[config.mk]
export PLATFORM = sky130hd
export DESIGN_NAME = tree_dispatch_stage
export DESIGN_NICKNAME = d
export VERILOG_FILES = /design/src/rtl/tree_dispatch_stage.sv
export SDC_FILE = /design/constraint.sdc
export NUM_CORES = 1
export LEC_CHECK = 0
export CORE_MARGIN = 2
export CORE_UTILIZATION = 55
export CTS_BUF_LIST = sky130_fd_sc_hd__clkbuf_8
export CTS_CLUSTER_DIAMETER = 50
export CTS_CLUSTER_SIZE = 28
export DETAILED_ROUTE_END_ITERATION = 8
export GPL_ROUTABILITY_DRIVEN = 0
export GPL_TIMING_DRIVEN = 1
export PLACE_DENSITY = 0.93
export REMOVE_ABC_BUFFERS = 1
export SLEW_MARGIN = 30
export SYNTH_ARGS = -nofsm -noshare
export SYNTH_HDL_FRONTEND = slang
export SYNTH_SLANG_ARGS = --single-unit
[constraint.sdc]
create_clock -name clk -period 8.4 [get_ports clk]
set_clock_uncertainty 0.2 [all_clocks]
set_input_delay 1.68 -clock clk [delete_from_list [all_inputs] [get_ports clk]]
set_output_delay 1.68 -clock clk [all_outputs]
set_load 0.02 [all_outputs]
[src/rtl/tree_dispatch_stage.sv]
// tree_dispatch_stage: 2-deep FIFO feeding NUM_CHILD children by strict round-robin unicast or all-child broadcast.
module tree_dispatch_stage #(
  parameter int NUM_CHILD = 15,
  parameter int DATA_W    = 32,
  parameter int PTR_W     = $clog2(NUM_CHILD)
) (
  input  logic                 clk,
  input  logic                 rst,
  input  logic                 in_valid,
  output logic                 in_ready,
  input  logic [DATA_W-1:0]    in_data,
  input  logic                 in_bcast,
  output logic [NUM_CHILD-1:0] out_valid,
  output logic [DATA_W-1:0]    out_data,
  input  logic [NUM_CHILD-1:0] out_ready,
  output logic [PTR_W-1:0]     rr_ptr,
  output logic                 busy,
  output logic [15:0]          dispatch_cnt
);
  typedef enum logic [1:0] {IDLE, UNI, BC} state_t;
  state_t state, state_nxt;
  logic [DATA_W-1:0]    mem_data [2];
  logic [1:0]           mem_bc;
  logic                 rd_ptr, wr_ptr;
  logic [1:0]           count, count_nxt;
  logic [NUM_CHILD-1:0] pending, pend_left;
  logic                 push, done, head_bc_nxt;
  assign in_ready    = (count != 2'd2) & ~rst;
  assign push        = in_valid & in_ready;
  assign pend_left   = pending & ~out_ready;
  assign done        = (state == UNI) ? out_ready[rr_ptr] : (state == BC) && (pend_left == '0);
  assign count_nxt   = count + 2'(push) - 2'(done);
  // Head after this edge: the pushed item if the FIFO would otherwise be empty
  assign head_bc_nxt = (count == 2'(done)) ? in_bcast : mem_bc[rd_ptr ^ done];
  assign busy        = (state != IDLE) | (count != 2'd0);
  always_ff @(posedge clk)
    state <= rst ? IDLE : state_nxt;
  always_comb
    state_nxt = (state != IDLE && !done) ? state :
                (count_nxt == 2'd0) ? IDLE : head_bc_nxt ? BC : UNI;
  always_comb begin
    out_valid = (state == UNI) ? NUM_CHILD'(1) << rr_ptr : (state == BC) ? pending : '0;
    out_data  = (state == IDLE) ? '0 : mem_data[rd_ptr];
  end
  always_ff @(posedge clk)
    if (push) begin
      mem_data[wr_ptr] <= in_data;
      mem_bc[wr_ptr]   <= in_bcast;
    end
  always_ff @(posedge clk)
    if (rst) begin
      rd_ptr       <= 1'b0;
      wr_ptr       <= 1'b0;
      count        <= 2'd0;
      pending      <= '0;
      rr_ptr       <= '0;
      dispatch_cnt <= 16'd0;
    end else begin
      if (push) wr_ptr <= ~wr_ptr;
      if (done) rd_ptr <= ~rd_ptr;
      count   <= count_nxt;
      pending <= (state_nxt != BC) ? '0 : (state == BC && !done) ? pend_left : '1;
      if (done) dispatch_cnt <= dispatch_cnt + 16'd1;
      if (done && state == UNI) rr_ptr <= (rr_ptr == PTR_W'(NUM_CHILD - 1)) ? '0 : rr_ptr + 1'b1;
    end
endmodule

---- Word-level counts from Yosys, hierarchy flattened ----
Memories as Yosys holds them, arrays and structs flattened. A register that Yosys moved wholly into a read port is not among the register bits.
Index checks and enable logic that the tools add are counted.
word-level totals
  bits in registers ....................... 43
  RAM bits ................................ 64
  input bits .............................. 51
  output and inout bits ................... 69
  logic and storage cells ................. 66
  memories kept ........................... 1
cells by class
  $add $sub $neg .......................... 4
  order comparisons ....................... 4
  equal/unequal tests ..................... 6
  shifts and indexed selects .............. 1
  mux-type cells .......................... 21
  bitwise logic cells ..................... 9
  reductions and logical operators ........ 12
memories
  name      depth  bits a word  read ports  clocked after memory_dff  write ports  RTL line  RTL
  mem_data  2      32           1           1                         1            22        logic [DATA_W-1:0] mem_data [2];
operators by type and width
  operator               number
  $mux 15                3
  $mux 32                1
  $add 16x1->16 const B  1
  $and 15x15->15         1
  $logic_not 15->1       1
  $not 15->15            1
  $shl 1x4->15 const A   1
  $mux 1                 10
  $mux 2                 3
  $logic_and 1x1->1      5
  $lt 4x5->1 const B     1
  $add 4x1->4 const B    1
  $bmux 1 s4             1
  $eq 4x4->1 const B     1
  $logic_not 2->1        2
  $lt 1x2->1 const B     2
  $mux 4                 1
  $ne 2x2->1 const B     2
  $reduce_bool 2->1      2
  $not 1->1              3
  $add 2x1->2            1
  $and 1x1->1            2
  $bwmux 2               1
  $eq 2x1->1             1
  9 further kinds        9

---- Depth between registers and ports, before layout ----
Gate-level depths: netlist of the first run.
  word-level depth ........................ 14
  gate-level depth with buffers ........... 20
  gate-level depth less buffers ........... 15

---- Worst setup path before layout of the first run ----
No wires, ideal clock.
  kind .................................... input-to-reg
  from .................................... input port out_ready[14]
  to ...................................... register pending[10]
  setup time .............................. 78 ps
  arrival ................................. 4969 ps
  required time ........................... 8122 ps
  path slack .............................. 3153 ps
  stages on the path ...................... 18
  path buffers ............................ 3
  cell sequence ........................... mux2_1 -> a221o_1 -> and4_4 -> nor3_4 -> inv_4 -> clkbuf_1 -> ha_1 -> inv_1 -> ha_1 -> xnor2_1 -> xnor2_1 -> o21bai_1 -> a31oi_1 -> nand2_1 -> or2_1 -> buf_4 -> buf_6 -> a32oi_1
on the way
  cells in the longest elaborated chain, start to end .. 14
  elaborated cells on any way between the ends .. 23
  classes of those cells .................. add/sub (1); eq/ne (2); mux (10); bitwise (3); reduce/logical (7)
RTL lines
  item                                                                RTL line  RTL
  from (decl)                                                         15        input logic [NUM_CHILD-1:0] out_ready,
  parallel branches: the longest is 4 deep, another holds $bmux 1 s4  n/a
  $mux 1 *                                                            31        assign done = (state == UNI) ? out_ready[rr_ptr] : (state == BC) && (pend_left == '0);
  named net done                                                      27        logic push, done, head_bc_nxt;
  $xor 1x1->1                                                         34        assign head_bc_nxt = (count == 2'(done)) ? in_bcast : mem_bc[rd_ptr ^ done];
  $mux 1 (implied by the code) (2 in a row)                           34
  $mux 1                                                              34
  $mux 2 (2 in a row)                                                 40        (count_nxt == 2'd0) ? IDLE : head_bc_nxt ? BC : UNI;
  $mux 2                                                              39        state_nxt = (state != IDLE && !done) ? state :
  $ne 2x2->1                                                          62        pending <= (state_nxt != BC) ? '0 : (state == BC && !done) ? pend_left : '1;
  $reduce_or 2->1 (no line)                                           n/a
  to (signal assigned)                                                62
  to (decl)                                                           26        logic [NUM_CHILD-1:0] pending, pend_left;
Mark *: on every way through the listed nets, which the timed path passes. The select of a mux whose other input is x is not followed.
A chain may end at the register's enable or synchronous reset.

---- Worst setup path in the final report of the first run ----
  from .................................... input port out_ready[14]
  to ...................................... register pending[5]
on the way
  cells in the longest elaborated chain, start to end .. 14
  elaborated cells on any way between the ends .. 23
  classes of those cells .................. add/sub (1); eq/ne (2); mux (10); bitwise (3); reduce/logical (7)
RTL lines
  item                                                                RTL line
  parallel branches: the longest is 4 deep, another holds $bmux 1 s4  n/a
  $mux 1 *                                                            31
  $xor 1x1->1                                                         34
  $mux 1 (implied by the code) (2 in a row)                           34
  $mux 1                                                              34
  $mux 2 (2 in a row)                                                 40
  $mux 2                                                              39
  $ne 2x2->1                                                          62
  $reduce_or 2->1 (no line)                                           n/a
Every way passes the cells marked *. The select of a mux whose other input is x is not followed.

==> flow_summary.yaml, run 1 <==
grt:
  remaining_global_route_overflow: 0
  grt_start_max_net_pins: 34
  grt_pass1_wl_mm: 18.8
  grt_pass1_vias: 3764
  globalRouteTotalUtil_pct: 24.3
  initial_antenna_violation_count: 0
sta:
  finalSetupTns_ns: 0
  maxSlewViolCount: 0
  period_minus_ws_final_ns: 5.88
  hold_ws_ns: 0.321
  finalWorstSetupSlack_ns: 2.52
  worst_case_headroom_to_the_max_slew_limit_pct: 45.0
  rsz0062_at_grt: "false"
  final_min_period_over_clock_period_pct: 70.0
  finalSetupViolCount: 0
  max_freq_mhz: 170
  timing_worst_slew_pin_value_ns: 0.821
  finalHoldViolCount: 0
final_layout:
  multi_input_comb_area_sq_um: 1910
  seq_area_sq_um: 2830
  finish.instance_area_sq_um: 6330
  nets: 586
  area.growth.synth_to_final_pct: 29.4
  antenna_cells: 0
  layoutNonFillerInstCount: 643
  num-fill-cells: 595
  drive_gt1_share_pct: 5.61
clock_network:
  hold_buffers: 0
  number_of_cts_inserted_buffers: 9
  clock_sink_count: 108
  post-cts-setup-buffer-count: 0
  clk_pin_slew_worst_paths_ns: 0.11
  clkLatencyLatePin_ns: 0.36
  tritoncts: "done"
  max-clock-path-buffers: 2
  cts_root_buffer: "sky130_fd_sc_hd__clkbuf_8"
  cts_resized: 0
  cts.htree.levels: 3
logic_synthesis:
  post_synthesis_sequential_area_ratio_pct: 57.7
  synth-edff-count: 66
  number_of_warning_messages_in_the_yosys_log: 0
  synthDistinctLibCells: 46
  flops_latches_synth: 108
  synthesis.area_sq_um: 4890
  yosys-top-cells-area: "sky130_fd_sc_hd__edfxtp_1 (41%), sky130_fd_sc_hd__dfxtp_1 (17%), sky130_fd_sc_hd__mux2i_1 (8.2%)"
  synth-main-ff-cell: "sky130_fd_sc_hd__edfxtp_1"
  post-synth-top-area-fraction_pct: 40.5
  fraction_of_registers_with_async_set_or_reset_after_synthesis_pct: 0
  syn-instance-count: 424
  post-synth-top-area-cell: "sky130_fd_sc_hd__edfxtp_1"
  postSynthAreaPerCell_sq_um: 11.5
critical_path:
  criticalPathCategory: "primary input to flip-flop"
  path_max_fanout: 16
  required_ns: 8.48
  worst_r2r_startpoint: "rr_ptr[2]"
  regToRegEndpoint: "pending[5]"
  worst_path_cell_trace: "clkdlybuf4s50_1, mux2_1, a221o_1, and4_4, nor3_4, inv_4, ha_1, inv_1, ha_1, xnor2_1, xnor2_1, o21bai_1, a31oi_1, nand2_1, or2_1, a32oi_1"
  critical_path_sink_type: "flip-flop"
  setup.reg_to_reg.worst_slack_ns: 3.49
  critPathArrivalTime_ns: 5.96
  r2r.worst_path.cells: 15
  crit_path_top_delay_cell: "sky130_fd_sc_hd__nor3_4"
  slowest_delay_ns: 0.63
  critical_path.startpoint_type: "primary input"
power:
  power.ir.vdd_worst_mv: 0.182
  static-leakage-power_nw: 2.17
  power.density_cell_area_nw_per_um2: 250
outcome:
  status: "completed"
die:
  floorplan.core_area_sq_um: 8680
  fp-row-count: 34
  initial_core_utilization_pct: 56.4
  die_width_microns: 98.3
  floorplan.die.height_microns: 98.3
  io_pins: 120
  die_area_sq_um: 9660
detailed_routing:
  wl_per_cell_microns: 18.4
  post_drt_via_cell_ratio: 5.95
  detail-route-antenna-nets: 0
  firstDrtPassIters: 5
  detailedRoute.firstIterationViolations: 238
  drcViolationCount: 0
  postRouteWirelength_mm: 11.8
  num_vias: 3827
min_path:
  hp-start: "dispatch_cnt[15]"
  hold_class: "flip-flop to flip-flop"
  worst_hold_path.num_cells: 2
  min_to: "dispatch_cnt[15]"
place:
  post-place-cells: 626
  pre_cts_ws_ns: 2.28
  port_buffers: 119
  place_hpwl_mm: 8.36
  placed_cell_area_sq_um: 6110
flow_run:
  maxCapViolCount: 0
-- cells in the final DEF (no fill, tap or decap), drive strengths merged, types with 4 or more instances in the layout --
cell	synthesis	layout
clkdlybuf4s50	0	119
edfxtp	66	66
nor2	66	66
dfxtp	42	42
mux2i	41	41
nor2b	19	19
nand2	15	15
a32oi	13	13
xor2	13	13
o21ai	13	13
a22o	12	12
inv	9	12
nand3	10	10
nand4	9	9
clkbuf	15	9
a21oi	8	8
and3	7	7
xnor2	7	7
and4	7	7
ha	5	5
nand2b	4	4
nor4	4	4
buf	13	4
-- area by class of cell --
cell class	count	share of cell area, %
Sequential cell	108	44.7
Multi-Input combinational cell	279	30.1
Timing Repair Buffer	123	19.6
Tap cell	108	2.13
Clock buffer	9	1.96
Clock inverter	7	0.929
Inverter	9	0.573
-- metrics by stage --
| stage | utilization (%) | power, mW |
|---|---|---|
| floorplan | - | 1.05 |
| global placement | 70.5 | 1.26 |
| detailed placement | 70.5 | 1.29 |
| CTS | 72.6 | 1.57 |
| global route | 72.9 | 1.66 |
| finish | 72.9 | 1.58 |
-- state kept, by name (all words and copies together), names as in the netlist, named ones only --
| signal | flops |
|---|---|
| mem_data | 64 |
| dispatch_cnt | 16 |
| pending | 15 |
| rr_ptr | 4 |
| count | 2 |
| mem_bc | 2 |
| state | 2 |
| rd_ptr | 1 |
| wr_ptr | 1 |
-- power breakdown --
| group | internal, mW | switching (mW) |
|---|---|---|
| Sequential | 0.629 | 0.0640 |
| Combinational | 0.270 | 0.323 |
| Clock | 0.113 | 0.182 |
-- synth_stat cells (2+ instances only) --
cell / n
sky130_fd_sc_hd__a21oi_1: 8
sky130_fd_sc_hd__a22o_1: 12
sky130_fd_sc_hd__a31oi_1: 3
sky130_fd_sc_hd__a32o_1: 3
sky130_fd_sc_hd__a32oi_1: 13
sky130_fd_sc_hd__and2_1: 3
sky130_fd_sc_hd__and3_1: 7
sky130_fd_sc_hd__and4_1: 5
sky130_fd_sc_hd__and4_4: 2
sky130_fd_sc_hd__buf_1: 4
sky130_fd_sc_hd__buf_2: 5
sky130_fd_sc_hd__buf_6: 3
sky130_fd_sc_hd__clkbuf_1: 15
sky130_fd_sc_hd__dfxtp_1: 42
sky130_fd_sc_hd__edfxtp_1: 66
sky130_fd_sc_hd__ha_1: 5
sky130_fd_sc_hd__inv_1: 8
sky130_fd_sc_hd__mux2i_1: 40
sky130_fd_sc_hd__nand2_1: 15
sky130_fd_sc_hd__nand2b_1: 4
sky130_fd_sc_hd__nand3_1: 9
sky130_fd_sc_hd__nand4_1: 9
sky130_fd_sc_hd__nor2_1: 66
sky130_fd_sc_hd__nor2b_1: 19
sky130_fd_sc_hd__nor3_1: 2
sky130_fd_sc_hd__nor4_1: 4
sky130_fd_sc_hd__o211ai_1: 3
sky130_fd_sc_hd__o21ai_0: 12
sky130_fd_sc_hd__o32ai_1: 2
sky130_fd_sc_hd__xnor2_1: 7
sky130_fd_sc_hd__xor2_1: 13
-- critical path, delay by kind of cell --
family                   cells  cell delay, ns
AO/OA/AOI/OAI                4            1.03
XOR/XNOR                     2            0.34
adder cells (fa/ha/maj)      2            0.52
buffers and inverters        3            0.69
multiplexers                 1            0.30
AND/OR/NAND/NOR              4            1.38
-- metal layers --
layer	global-route usage [%]	wire, microns
met5	0	0
met3	4.80	1040
met1	31.8	4660
met4	8.22	269
met2	40.9	5870
-- worst max path at each step --
stage | startpoint | end | cells past startpoint
floorplan | out_ready[14] | pending[0] | 15
global placement | out_ready[14] | pending[7] | 16
detailed placement | out_ready[14] | pending[6] | 16
CTS | out_ready[14] | pending[5] | 16
global route | out_ready[14] | pending[0] | 16
finish | out_ready[14] | pending[5] | 16
-- cell families (layout without fill, tap and decap cells) --
group | count (synthesis) | after routing | share of synthesized area (%)
muxes | 42 | 42 | 8.87
DFF | 108 | 108 | 57.7
AOI/OAI and AO/OA | 63 | 63 | 9.49
buffers and inverters | 37 | 148 | 3.55
adders and majority gates | 5 | 5 | 1.28
and+or+nand+nor | 149 | 149 | 15.5
xor gates and xnor gates | 20 | 20 | 3.58
No activity file was read; power rests on OpenSTA's default activity.
==> run 2: changes to the inputs <==
CORE_UTILIZATION = 46   (was 55)
PLACE_DENSITY = 0.83   (was 0.93)
clock period = 5.13 ns   (was 8.4 ns; I/O delays follow)
==> run 2 against run 1 <==
Net effect:
- largest cell class unchanged
- via count is 1.8% lower
- clock power rose by 69%
- register-to-register slack got worse by 2.6 ns
- critical path type unchanged
- count of clock-buffer cells in the layout stayed put
- critical path depth unchanged
- non-clock buffer count rose by 4
- highest routed layer unchanged
- sequential share of layout area decreased by 0.54 points
- combinational power up 64%
- sequential cell count unchanged
- cell count is 5.0% higher
==> flow_summary.yaml, run 2 (synthesis results as in run 1) <==
die:
  floorplan.core_area_sq_um: 10300
  io_pins: 120
  die_width_microns: 107
  floorplan.die.height_microns: 107
  fp-row-count: 37
  initial_core_utilization_pct: 47.4
  die_area_sq_um: 11500
final_layout:
  final_common_cell: "sky130_fd_sc_hd__clkdlybuf4s50_1"
  utilization_pct: 62.1
  num-fill-cells: 809
  finish.instance_area_sq_um: 6410
  layout.cells.most_common_list: "sky130_fd_sc_hd__clkdlybuf4s50_1 (119), sky130_fd_sc_hd__edfxtp_1 (66), sky130_fd_sc_hd__nor2_1 (64), sky130_fd_sc_hd__dfxtp_1 (41), sky130_fd_sc_hd__mux2i_1 (40)"
  antenna_cells: 0
  area.growth.synth_to_final_pct: 31.0
  nets: 590
  registers.top_by_ff_count: "mem_data"
  largest_register_ffs: 64
  drive_gt1_share_pct: 6.12
  reg_top3: "mem_data x64, dispatch_cnt x16, pending x15"
critical_path:
  path_delay_family: "compound AO/OA/AOI/OAI gates"
  criticalPathCategory: "primary input to flip-flop"
  path_max_fanout: 16
  critical_path.startpoint_type: "primary input"
  slowest_delay_ns: 0.44
  cp_num_buf_inv: 3
  required_ns: 5.22
  critPathArrivalTime_ns: 4.68
  worst_path_cell_trace: "clkdlybuf4s50_1, mux2_1, a221o_1, and4_4, nor3_4, inv_4, ha_1, inv_1, ha_1, xnor2_1, xnor2_1, o21bai_1, a31oi_1, nand2_1, or2_1, a32oi_1"
  crit_path_top_delay_cell: "sky130_fd_sc_hd__or2_1"
  critical_path_sink_type: "flip-flop"
sta:
  final_min_period_over_clock_period_pct: 89.5
  finalHoldViolCount: 0
  worst_case_headroom_to_the_max_slew_limit_pct: 45.4
  finalSetupViolCount: 0
  timing_worst_slew_pin_value_ns: 0.816
  maxSlewViolCount: 0
  rsz0062_at_grt: "false"
  period_minus_ws_final_ns: 4.59
  max_freq_mhz: 218
  finalSetupTns_ns: 0
grt:
  remaining_global_route_overflow: 0
  grt_pass1_vias: 3531
  grt_start_max_net_pins: 34
  initial_antenna_violation_count: 0
  globalRouteTotalUtil_pct: 19.6
  grt_pass1_wl_mm: 17.6
power:
  p_seq_share_pct: 43.4
  internal_power_mw: 1.67
  static-leakage-power_nw: 2.20
  net-switching-power_mw: 0.925
  power.density_cell_area_nw_per_um2: 405
  power.ir.vdd_worst_mv: 0.210
  clock_power_share_pct: 19.1
  combPwrFrac_pct: 37.4
  netSwitchingFraction_pct: 35.6
detailed_routing:
  detailedRoute.firstIterationViolations: 237
  wl_per_cell_microns: 16.6
  num_vias: 3759
  postRouteWirelength_mm: 11.2
  detail-route-antenna-nets: 0
  drcViolationCount: 0
  firstDrtPassIters: 5
  post_drt_via_cell_ratio: 5.57
clock_network:
  hold_buffers: 0
  tritoncts: "done"
  cts_resized: 0
  post-cts-setup-buffer-count: 0
  number_of_cts_inserted_buffers: 9
  cts_root_buffer: "sky130_fd_sc_hd__clkbuf_8"
  clock_sink_count: 108
  max-clock-path-buffers: 2
  cts.htree.levels: 3
  clk_pin_slew_worst_paths_ns: 0.10
  clkLatencyLatePin_ns: 0.36
place:
  place_hpwl_mm: 7.89
  placed_cell_area_sq_um: 6180
  port_buffers: 119
flow_run:
  maxCapViolCount: 0
outcome:
  status: "completed"
min_path:
  hold_class: "flip-flop to flip-flop"
==> run 2: per-stage QoR <==
stage	setup WS (ns)	instances	power [mW]	hold slack [ns]
after global placement	0.420	658	2.08	0.312
after floorplan	0.591	396	1.72	0.293
after detailed placement	0.235	658	2.11	0.319
final	0.539	675	2.60	0.335
after CTS	0.611	674	2.61	0.347
after global routing	0.330	675	2.73	0.368
==> run 2: metal layers <==
| layer | wire length (microns) | vias to the layer above | track usage (%) |
|---|---|---|---|
| li1 | - | 1776 | - |
| met1 | 4870 | 1806 | 26.5 |
| met2 | 5340 | 163 | 31.3 |
| met3 | 806 | 14 | 3.71 |
| met4 | 159 | 0 | 7.51 |
| met5 | 0 | - | 0 |
==> run 2: worst paths after layout <==
check	from	to	slack [ns]	cells after the start
worst min-delay path	dispatch_cnt[15]	dispatch_cnt[15]	0.33	2
worst max register to register	rr_ptr[2]	pending[14]	0.89	16
worst min register to register	dispatch_cnt[15]	dispatch_cnt[15]	0.33	2
worst max-delay path	out_ready[14]	pending[14]	0.54	16
==> run 2: worst reg2reg max path, delay by kind of cell, from the launching register on <==
family	cells	cell delay [ns]
adders and majority gates	2	0.45
and+or+nand+nor	4	1.04
xor gates and xnor gates	2	0.37
DFF	1	0.60
muxes	1	0.29
buffers and inverters	3	0.35
AOI/OAI and AO/OA	4	0.87
==> run 2: layout make-up <==
class                   instances  area (sq um)  share of cell area, %
flip-flops and latches        108          2830                   44.1
multi-input cells             279          1910                   29.7
repair buffers                127          1270                   19.8
well taps                     136           170                   2.66
clock buffers                   9           124                   1.93
clock inverters                 7          73.8                   1.15
inverters                       9          36.3                  0.566
==> run 2: power by group through the flow <==
stage / sequential [mW] / combinational [mW] / clock, mW
finish: 1.13 / 0.973 / 0.497
global route: 1.14 / 1.05 / 0.547
CTS: 1.13 / 0.969 / 0.513
detailed placement: 1.15 / 0.964 / 0
global placement: 1.14 / 0.937 / 0
floorplan: 1.13 / 0.595 / 0
==> run 3: changes to the inputs <==
CORE_ASPECT_RATIO = 0.5   (was not set)
GPL_TIMING_DRIVEN = 0   (was 1)
==> run 3 against run 2 <==
Net effect:
- via count shrank 0.40%
- worst setup slack lost 0.22 ns
- core utilization is essentially flat
- largest cell class unchanged
- critical endpoint is now pending[7]
==> flow_summary.yaml, run 3 (synthesis results as in run 1) <==
detailed_routing:
  drcViolationCount: 0
  post_drt_via_cell_ratio: 5.55
  wl_per_cell_microns: 16.7
  firstDrtPassIters: 4
  postRouteWirelength_mm: 11.3
  detail-route-antenna-nets: 0
  num_vias: 3744
  detailedRoute.firstIterationViolations: 272
clock_network:
  max-clock-path-buffers: 2
  hold_buffers: 0
  tritoncts: "done"
  clock_sink_count: 108
  cts_root_buffer: "sky130_fd_sc_hd__clkbuf_8"
  clk_pin_slew_worst_paths_ns: 0.10
  cts.htree.levels: 3
  clkLatencyLatePin_ns: 0.36
  number_of_cts_inserted_buffers: 9
power:
  static-leakage-power_nw: 2.17
  power.ir.vdd_worst_mv: 0.181
  power.density_cell_area_nw_per_um2: 404
min_path:
  hold_class: "flip-flop to flip-flop"
critical_path:
  critPathArrivalTime_ns: 4.90
  r2r.worst_path.cells: 15
  required_ns: 5.22
  setup.reg_to_reg.worst_slack_ns: 0.75
  criticalPathCategory: "primary input to flip-flop"
  worst_setup_path_endpoint: "pending[7]"
  critical_path.startpoint_type: "primary input"
  worst_setup_path_startpoint: "out_ready[0]"
  worst_r2r_startpoint: "rr_ptr[2]"
  path_max_fanout: 16
  critical_path_sink_type: "flip-flop"
  regToRegEndpoint: "pending[7]"
grt:
  grt_start_max_net_pins: 33
  grt_pass1_wl_mm: 17.8
  grt_pass1_vias: 3645
  globalRouteTotalUtil_pct: 19.6
  remaining_global_route_overflow: 0
  initial_antenna_violation_count: 0
sta:
  maxSlewViolCount: 0
  finalSetupViolCount: 0
  hold_ws_ns: 0.327
  finalWorstSetupSlack_ns: 0.316
  final_min_period_over_clock_period_pct: 93.8
  max_freq_mhz: 208
  rsz0062_at_grt: "false"
  finalHoldViolCount: 0
  period_minus_ws_final_ns: 4.81
  worst_case_headroom_to_the_max_slew_limit_pct: 52.3
  timing_worst_slew_pin_value_ns: 0.711
final_layout:
  final_common_cell: "sky130_fd_sc_hd__clkdlybuf4s50_1"
  layoutNonFillerInstCount: 675
  area.growth.synth_to_final_pct: 30.5
  largest_register_ffs: 64
  registers.top_by_ff_count: "mem_data"
  utilization_pct: 62.1
  nets: 586
  reg_top3: "mem_data x64, dispatch_cnt x16, pending x15"
  antenna_cells: 0
  drive_gt1_share_pct: 5.79
  layout.cells.most_common_list: "sky130_fd_sc_hd__clkdlybuf4s50_1 (118), sky130_fd_sc_hd__edfxtp_1 (66), sky130_fd_sc_hd__nor2_1 (64), sky130_fd_sc_hd__dfxtp_1 (41), sky130_fd_sc_hd__mux2i_1 (40)"
place:
  post-place-cells: 658
  port_buffers: 119
  place_hpwl_mm: 7.82
  pre_cts_ws_ns: -0.450
flow_run:
  maxCapViolCount: 0
die:
  die_area_sq_um: 11500
  initial_core_utilization_pct: 47.6
  floorplan.die.height_microns: 76.9
  floorplan.core_area_sq_um: 10300
  io_pins: 120
  fp-row-count: 26
  die_width_microns: 150
outcome:
  status: "completed"
run 3: cell count changes in the layout (fill, tap and decap cells not counted), sizes merged:
cell and delta:
clkinvlp +2, clkdlybuf4s50 -1, buf -3, inv -2
run 3: per-stage QoR:
step	power, mW	setup TNS [ns]	instance area (sq um)
floorplan	1.72	0	4750
global placement	2.08	-16.28	6120
detailed placement	2.12	-6.35	6200
CTS	2.59	0	6380
global route	2.72	0	6380
finish	2.58	0	6380
run 3: cell type report:
cell class	count	area [sq um]
clock buffers	9	124
well taps	140	175
repair buffers	123	1260
flip-flops and latches	108	2830
multi-input cells	279	1910
clock inverters	7	50.0
fillers	819	3900
inverters	9	36.3
run 3: critical path, stage by stage:
cell and delay [ns]:
sky130_fd_sc_hd__clkdlybuf4s50_1 0.50, sky130_fd_sc_hd__nor2b_1 0.07, sky130_fd_sc_hd__nor4_1 0.63, sky130_fd_sc_hd__and4_4 0.37, sky130_fd_sc_hd__nor3_4 0.07, sky130_fd_sc_hd__inv_4 0.18
sky130_fd_sc_hd__ha_1 0.26, sky130_fd_sc_hd__inv_1 0.06, sky130_fd_sc_hd__ha_1 0.16, sky130_fd_sc_hd__xnor2_1 0.13, sky130_fd_sc_hd__xnor2_1 0.18, sky130_fd_sc_hd__o21bai_1 0.12
sky130_fd_sc_hd__a31oi_1 0.31, sky130_fd_sc_hd__nand2_1 0.08, sky130_fd_sc_hd__or2_1 0.44, sky130_fd_sc_hd__a32oi_1 0.31
run 3: metal layers:
layer	vias to the layer above	wire length (microns)	track usage, %
li1	1769	-	-
met1	1796	4730	24.5
met2	158	5530	33.9
met3	21	820	4.35
met4	0	194	6.32
met5	-	0	0
run 3: timing repair:
action | CTS | global route
endpoints found under the setup margin | 12 | 0
setup buffers | 1 | 0
gates resized for setup | 0 | 0
run 3: report_power, final:
part | switching [mW] | internal (mW) | total, mW
Sequential | 0.101 | 1.03 | 1.13
Clock | 0.288 | 0.179 | 0.467
Combinational | 0.521 | 0.458 | 0.980
run 3: how the worst min path moves through the flow:
stage	startpoint	endpoint	slack, ns	cells after the start
after floorplan	wr_ptr	wr_ptr	0.29	2
after global placement	dispatch_cnt[15]	dispatch_cnt[15]	0.29	2
after detailed placement	dispatch_cnt[15]	dispatch_cnt[15]	0.31	2
after CTS	dispatch_cnt[15]	dispatch_cnt[15]	0.33	2
after global routing	dispatch_cnt[15]	dispatch_cnt[15]	0.36	2
final	dispatch_cnt[15]	dispatch_cnt[15]	0.33	2
